==> config.mk <==
export PLATFORM = sky130hd
export DESIGN_NAME = sync_fifo_flat
export DESIGN_NICKNAME = d
export VERILOG_FILES = /design/src/rtl/sync_fifo_pkg.sv /design/src/rtl/sync_fifo_if.sv /design/src/rtl/sync_fifo_ram.sv /design/src/rtl/sync_fifo.sv /design/src/flat_wrapper.sv
export SDC_FILE = /design/constraint.sdc
export NUM_CORES = 2
export LEC_CHECK = 0
export CORE_MARGIN = 1.5
export CORE_UTILIZATION = 45
export CTS_CLUSTER_DIAMETER = 120
export CTS_CLUSTER_SIZE = 20
export DETAILED_ROUTE_END_ITERATION = 10
export GPL_ROUTABILITY_DRIVEN = 0
export GPL_TIMING_DRIVEN = 0
export MAX_ROUTING_LAYER = met4
export PLACE_DENSITY_LB_ADDON = 0.05
export SLEW_MARGIN = 20
export SYNTH_ARGS = -nofsm -noshare
export SYNTH_HDL_FRONTEND = slang
export SYNTH_HIERARCHICAL = 1
export SYNTH_SLANG_ARGS = --single-unit
==> constraint.sdc <==
create_clock -name clk -period 4.4 [get_ports clk]
set_clock_uncertainty 0.2 [all_clocks]
set_input_delay 0.44 -clock clk [delete_from_list [all_inputs] [get_ports clk]]
set_output_delay 0.44 -clock clk [all_outputs]
set_load 0.01 [all_outputs]
==> src/rtl/sync_fifo_pkg.sv <==
// Shared defaults and helpers for the single-clock FIFO slice.
// Imported by the interface, the storage RAM and the FIFO top.
package sync_fifo_pkg;

    localparam int DEFAULT_DATA_WIDTH = 16;
    localparam int DEFAULT_ADDR_WIDTH = 8;

    function automatic int fifoDepth(input int addrWidth);
        return 1 << addrWidth;
    endfunction

endpackage

==> src/rtl/sync_fifo_if.sv <==
// Handshake bundle between a FIFO producer/consumer (master) and the FIFO (slave).
interface sync_fifo_if
    import sync_fifo_pkg::*;
#(
    parameter int DATA_WIDTH = DEFAULT_DATA_WIDTH,
    parameter int ADDR_WIDTH = DEFAULT_ADDR_WIDTH
);

    logic                  fifo_wr_en;
    logic [DATA_WIDTH-1:0] fifo_wr_data;
    logic                  fifo_rd_en;
    logic [DATA_WIDTH-1:0] fifo_rd_data;
    logic                  fifo_full;
    logic                  fifo_empty;
    logic                  fifo_wr_err;
    logic                  fifo_rd_err;
    logic [ADDR_WIDTH:0]   data_count;

    modport master (
        output fifo_wr_en, fifo_wr_data, fifo_rd_en,
        input  fifo_rd_data, fifo_full, fifo_empty, fifo_wr_err, fifo_rd_err, data_count
    );

    modport slave (
        input  fifo_wr_en, fifo_wr_data, fifo_rd_en,
        output fifo_rd_data, fifo_full, fifo_empty, fifo_wr_err, fifo_rd_err, data_count
    );

endinterface

==> src/rtl/sync_fifo_ram.sv <==
// Simple dual-port RAM: synchronous write port, synchronous registered read port.
// Contents and read register are deliberately left unreset so this maps onto block RAM.
module sync_fifo_ram
    import sync_fifo_pkg::*;
#(
    parameter int DATA_WIDTH = DEFAULT_DATA_WIDTH,
    parameter int ADDR_WIDTH = DEFAULT_ADDR_WIDTH
) (
    input  logic                  clk,
    input  logic                  we_i,
    input  logic [ADDR_WIDTH-1:0] waddr_i,
    input  logic [DATA_WIDTH-1:0] wdata_i,
    input  logic                  re_i,
    input  logic [ADDR_WIDTH-1:0] raddr_i,
    output logic [DATA_WIDTH-1:0] rdata_o
);

    localparam int DEPTH = fifoDepth(ADDR_WIDTH);

    logic [DATA_WIDTH-1:0] mem [0:DEPTH-1];
    logic [DATA_WIDTH-1:0] rdata_q;

    always_ff @(posedge clk) begin
        if (we_i) begin
            mem[waddr_i] <= wdata_i;
        end
        if (re_i) begin
            rdata_q <= mem[raddr_i];
        end
    end

    assign rdata_o = rdata_q;

endmodule

==> src/rtl/sync_fifo.sv <==
// Single-clock FIFO: pointers, occupancy count, flags and error pulses around a dual-port RAM.
// Read data has one cycle of latency and holds until the next accepted read.
module sync_fifo
    import sync_fifo_pkg::*;
#(
    parameter int DATA_WIDTH = DEFAULT_DATA_WIDTH,
    parameter int ADDR_WIDTH = DEFAULT_ADDR_WIDTH
) (
    input  logic       clk,
    input  logic       rst_n,
    sync_fifo_if.slave bus
);

    localparam int                  DEPTH      = fifoDepth(ADDR_WIDTH);
    localparam logic [ADDR_WIDTH:0] FULL_COUNT = (ADDR_WIDTH+1)'(DEPTH);

    logic [ADDR_WIDTH-1:0] wrPtr_q, wrPtr_d;
    logic [ADDR_WIDTH-1:0] rdPtr_q, rdPtr_d;
    logic [ADDR_WIDTH:0]   count_q, count_d;
    logic                  wrErr_q, rdErr_q, rdValid_q;
    logic                  full, empty, wrAcc, rdAcc;
    logic [DATA_WIDTH-1:0] ramRdata;

    assign full  = (count_q == FULL_COUNT);
    assign empty = (count_q == '0);
    assign wrAcc = bus.fifo_wr_en & ~full;
    assign rdAcc = bus.fifo_rd_en & ~empty;

    always_comb begin
        wrPtr_d = wrPtr_q;
        rdPtr_d = rdPtr_q;
        count_d = count_q;
        if (wrAcc) begin
            wrPtr_d = wrPtr_q + ADDR_WIDTH'(1);
        end
        if (rdAcc) begin
            rdPtr_d = rdPtr_q + ADDR_WIDTH'(1);
        end
        case ({wrAcc, rdAcc})
            2'b10:   count_d = count_q + (ADDR_WIDTH+1)'(1);
            2'b01:   count_d = count_q - (ADDR_WIDTH+1)'(1);
            default: count_d = count_q;
        endcase
    end

    // rdValid_q masks the unreset RAM read register so read data is zero until the first accepted read.
    always_ff @(posedge clk or negedge rst_n) begin
        if (!rst_n) begin
            wrPtr_q   <= '0;
            rdPtr_q   <= '0;
            count_q   <= '0;
            wrErr_q   <= 1'b0;
            rdErr_q   <= 1'b0;
            rdValid_q <= 1'b0;
        end else begin
            wrPtr_q   <= wrPtr_d;
            rdPtr_q   <= rdPtr_d;
            count_q   <= count_d;
            wrErr_q   <= bus.fifo_wr_en & full;
            rdErr_q   <= bus.fifo_rd_en & empty;
            rdValid_q <= rdValid_q | rdAcc;
        end
    end

    sync_fifo_ram #(
        .DATA_WIDTH (DATA_WIDTH),
        .ADDR_WIDTH (ADDR_WIDTH)
    ) u_ram (
        .clk     (clk),
        .we_i    (wrAcc),
        .waddr_i (wrPtr_q),
        .wdata_i (bus.fifo_wr_data),
        .re_i    (rdAcc),
        .raddr_i (rdPtr_q),
        .rdata_o (ramRdata)
    );

    assign bus.fifo_rd_data = rdValid_q ? ramRdata : '0;
    assign bus.fifo_full    = full;
    assign bus.fifo_empty   = empty;
    assign bus.fifo_wr_err  = wrErr_q;
    assign bus.fifo_rd_err  = rdErr_q;
    assign bus.data_count   = count_q;

endmodule

==> src/flat_wrapper.sv <==
// flat-port wrapper written by rule: the top's interface ports become plain ports
module sync_fifo_flat import sync_fifo_pkg::*;
#(
    parameter int DATA_WIDTH = DEFAULT_DATA_WIDTH,
    parameter int ADDR_WIDTH = DEFAULT_ADDR_WIDTH
)
  (clk, rst_n, bus_fifo_wr_en, bus_fifo_wr_data, bus_fifo_rd_en, bus_fifo_rd_data, bus_fifo_full, bus_fifo_empty, bus_fifo_wr_err, bus_fifo_rd_err, bus_data_count);
  sync_fifo_if #(.DATA_WIDTH(DATA_WIDTH), .ADDR_WIDTH(ADDR_WIDTH)) bus_i ();
  input  logic clk;
  input  logic rst_n;
  input wire logic [$bits(bus_i.fifo_wr_en)-1:0] bus_fifo_wr_en;
  input wire logic [$bits(bus_i.fifo_wr_data)-1:0] bus_fifo_wr_data;
  input wire logic [$bits(bus_i.fifo_rd_en)-1:0] bus_fifo_rd_en;
  output wire logic [$bits(bus_i.fifo_rd_data)-1:0] bus_fifo_rd_data;
  output wire logic [$bits(bus_i.fifo_full)-1:0] bus_fifo_full;
  output wire logic [$bits(bus_i.fifo_empty)-1:0] bus_fifo_empty;
  output wire logic [$bits(bus_i.fifo_wr_err)-1:0] bus_fifo_wr_err;
  output wire logic [$bits(bus_i.fifo_rd_err)-1:0] bus_fifo_rd_err;
  output wire logic [$bits(bus_i.data_count)-1:0] bus_data_count;
  assign bus_i.fifo_wr_en = bus_fifo_wr_en;
  assign bus_i.fifo_wr_data = bus_fifo_wr_data;
  assign bus_i.fifo_rd_en = bus_fifo_rd_en;
  assign bus_fifo_rd_data = bus_i.fifo_rd_data;
  assign bus_fifo_full = bus_i.fifo_full;
  assign bus_fifo_empty = bus_i.fifo_empty;
  assign bus_fifo_wr_err = bus_i.fifo_wr_err;
  assign bus_fifo_rd_err = bus_i.fifo_rd_err;
  assign bus_data_count = bus_i.data_count;
  sync_fifo #(.DATA_WIDTH(DATA_WIDTH), .ADDR_WIDTH(ADDR_WIDTH)) u_core (.clk(clk), .rst_n(rst_n), .bus(bus_i));
endmodule
==> impl_metrics.ini <==
[sta]
whs_ns = 0.1965
final_min_period_over_clock_period_pct = 104.8
rsz0062_at_grt = yes
finalHoldViolations = 0
drv_slew = 0
tightest_slew_ns = 1.213
relSlewSlack_pct = 19.16
finalSetupViolCount = 255
fin_crit_ns = 4.611
max_freq_ghz = 0.2169
finalWorstSetupSlack_ns = -0.2111

[worst_setup_path]
crit_type = register to register
critPathLaunchType = register
r2r_setup_slack_ns = -0.21
crit_top_cell = clkbuf_1
max_stage_delay_ns = 0.71
setup.worst_path.end_class = register
crit_arrival_ns = 5.15
cp_data_required_time_ns = 4.94
crit_path_top_delay_cell = nand3_1
crit_fanout = 10
crit_chain = nor4_4 > nand3_2 > nand2_2 > inv_4 > clkbuf_1 > clkbuf_1 > nand3_1 > clkbuf_4 > nor2_2 > buf_8

[synthesis]
synth.area.top_cells = edfxtp_1, mux4_2, mux2i_1
synth.most_common_cell = edfxtp_1
synth.ff_latch_count = 4140
avgSynthCellArea_sq_um = 21.35
async_reset_ff_share_pct = 0.6763
ys_types = 65
ys.flop_type = edfxtp_1
synth-edff-count = 4112
synth.cell_area_sq_mm = 0.1605
syn_nets = 7549
yosys.area.top_type = edfxtp_1
synthTopCellsByCount = edfxtp_1, mux4_2, mux2i_1
netlist_instances = 7518
ys_seq_area_share_pct = 77.36
ys.warnings.count = 6
synth_top_area_share_pct = 76.92

[global_route]
grt_pass1_vias = 79550
grt_max_degree = 125
grt_use_met1_pct = 44.94
grt_use_met3_pct = 5.580
grt_remaining_overflow = 0
busiest_layer = met1
antenna_found_initial = 37
grt.total_usage_pct = 30.59
grt_pass1_wl_mm = 712.6
gr-usage-met2_pct = 43.62

[floorplan]
die_h_microns = 600.3
fp-row-count = 219
io-pin-count = 49
start_util_pct = 45.17
die_w_microns = 600.3
core_sq_mm = 0.3554
die-area_sq_mm = 0.3603

[route]
route.detailed.drc = 0
via_per_inst = 6.561
routedWlPerCell_microns = 41.89
dr_total_vias = 84310
drt_pre_antenna_iters = 8
wl_mm = 538.3
postRouteAntennaNets = 0
drtIter0Drc = 13080

[run_status]
status = complete, but fails checks
violations = setup timing

[power]
leakagePower_nw = 55.62
p_sw_w = 0.04056
p_comb_share_pct = 39.0
vdd_drop_max_uv = 452.1
p_seq_share_pct = 40.8
swShare_pct = 37.42
p_int_w = 0.06784
p_per_area_mw_per_mm2 = 600.9
p_clk_share_pct = 20.2

[run]
drv_cap = 0

[clock_tree]
cts_tree = done
max-clock-path-buffers = 4
clk_pin_slew_ns = 0.09
clk_latency_ns = 1.01
cts.htree.levels = 4
numCtsBuffers = 228
cts_root_buf = clkbuf_16
clock-sinks = 4140

[layout]
fin_cells = 12850
final_util_pct = 50.76
area_growth_pct = 12.38
drive_gt1_share_pct = 26.78
fin_nets = 8083

[placement]
io_buffers = 48
place_inst = 12520
hpwl_mm = 372.4

[worst_hold_path]
hold_path_class = input pin to register
logic make-up (layout without fill, tap and decap cells):
| kind of cell | Yosys count | in the layout | synth area share (%) |
|---|---|---|---|
| DFF | 4140 | 4140 | 77.36 |
| muxes | 1454 | 1454 | 15.35 |
| AOI/OAI and AO/OA | 809 | 809 | 3.586 |
| and+or+nand+nor | 613 | 613 | 1.787 |
| buffers and inverters | 469 | 1035 | 1.706 |
| xor gates and xnor gates | 22 | 22 | 0.1200 |
| adders and majority gates | 11 | 11 | 0.09042 |
| other | 0 | 15 | 0 |
layer usage:
metal,vias up,part of all wire (%)
met3,658,10
li1,32650,-
met4,0,3.7
met5,-,0
met2,4679,44
met1,46320,42
power groups by stage:
stage,combinational [W],sequential [W],clock (W)
floorplan,0.0209,0.0450,0
global placement,0.0389,0.0457,0
detailed placement,0.0400,0.0451,0
CTS,0.0415,0.0442,0.0223
global route,0.0428,0.0442,0.0235
finish,0.0423,0.0442,0.0219
registers in the layout, indices dropped and copies added (netlist names):
register,count
u_core/rdValid_q,1
u_core/rdPtr_q,8
u_core/bus.fifo_rd_err,1
u_core/u_ram/rdata_o,16
u_core/u_ram/mem,4096
u_core/bus.data_count,9
u_core/bus.fifo_wr_err,1
u_core/wrPtr_q,8
repair_timing:
item	in CTS	in global routing
setup buffers	16	17
setup endpoints to repair	1010	1132
hold endpoints to repair	1356	0
hold buffers	20	0
pin swaps	23	18
gates resized for setup	304	73
critical path: cells and delay by family (launching register included):
kind	cells	cell delay, ns
DFF	1	0.50
and+or+nand+nor	5	1.69
buffers and inverters	5	1.94
through the flow:
stage | setup slack (ns) | area, sq um | power, W | setup TNS [ns]
global route | -0.2953 | 180400 | 0.1106 | -52.33
floorplan | 0.9256 | 160500 | 0.06594 | 0
CTS | -0.2262 | 179800 | 0.1080 | -29.23
finish | -0.2111 | 180400 | 0.1084 | -30.99
detailed placement | -1.849 | 172200 | 0.08511 | -405.74
global placement | -6.983 | 166900 | 0.08455 | -
placed cells by master, fill, tap and decap left out, drive strengths merged, types with 20 or more instances in the layout:
master / count
edfxtp: 4112
mux4: 797
mux2i: 566
clkbuf: 484
buf: 473
nor2: 307
o221ai: 254
a21oi: 182
o22ai: 149
nor3: 96
mux2: 91
nand2: 50
o21ai: 46
a22oi: 43
nand3: 41
a22o: 33
clkdlybuf4s50: 31
nand4: 30
dfrtp: 28
a221oi: 28
o32ai: 21
dlygate4sd3: 20
nor4: 20
inv: 20
final cells by class:
| cell class | instances | area [sq um] |
|---|---|---|
| antenna | 15 | 37.54 |
| buffer | 451 | 3063 |
| clock buffer | 254 | 5867 |
| clock inverter | 8 | 107.6 |
| fill | 28190 | 175000 |
| inverter | 14 | 55.05 |
| multi-input combinational | 2909 | 36360 |
| sequential | 4140 | 124200 |
| tap | 4751 | 5944 |
| timing repair buffer | 308 | 4782 |
path summary, 6_finish.rpt:
| check | start | endpoint | cells past startpoint |
|---|---|---|---|
| max reg2reg | u_core/bus.data_count[0]$_DFFE_PN0P_ | u_core/u_ram/mem[80][7]$_DFFE_PP_ | 10 |
| min reg2reg | u_core/rdPtr_q[3]$_DFFE_PN0P_ | u_core/rdPtr_q[3]$_DFFE_PN0P_ | 1 |
| min in group asynchronous | rst_n | u_core/bus.data_count[2]$_DFFE_PN0P_ | 3 |
| max | u_core/bus.data_count[0]$_DFFE_PN0P_ | u_core/u_ram/mem[80][7]$_DFFE_PP_ | 10 |
| max in group asynchronous | rst_n | u_core/rdPtr_q[3]$_DFFE_PN0P_ | 4 |
| min | bus_fifo_wr_data[1] | u_core/u_ram/mem[117][1]$_DFFE_PP_ | 2 |
Power figures use the tool's default switching activity.
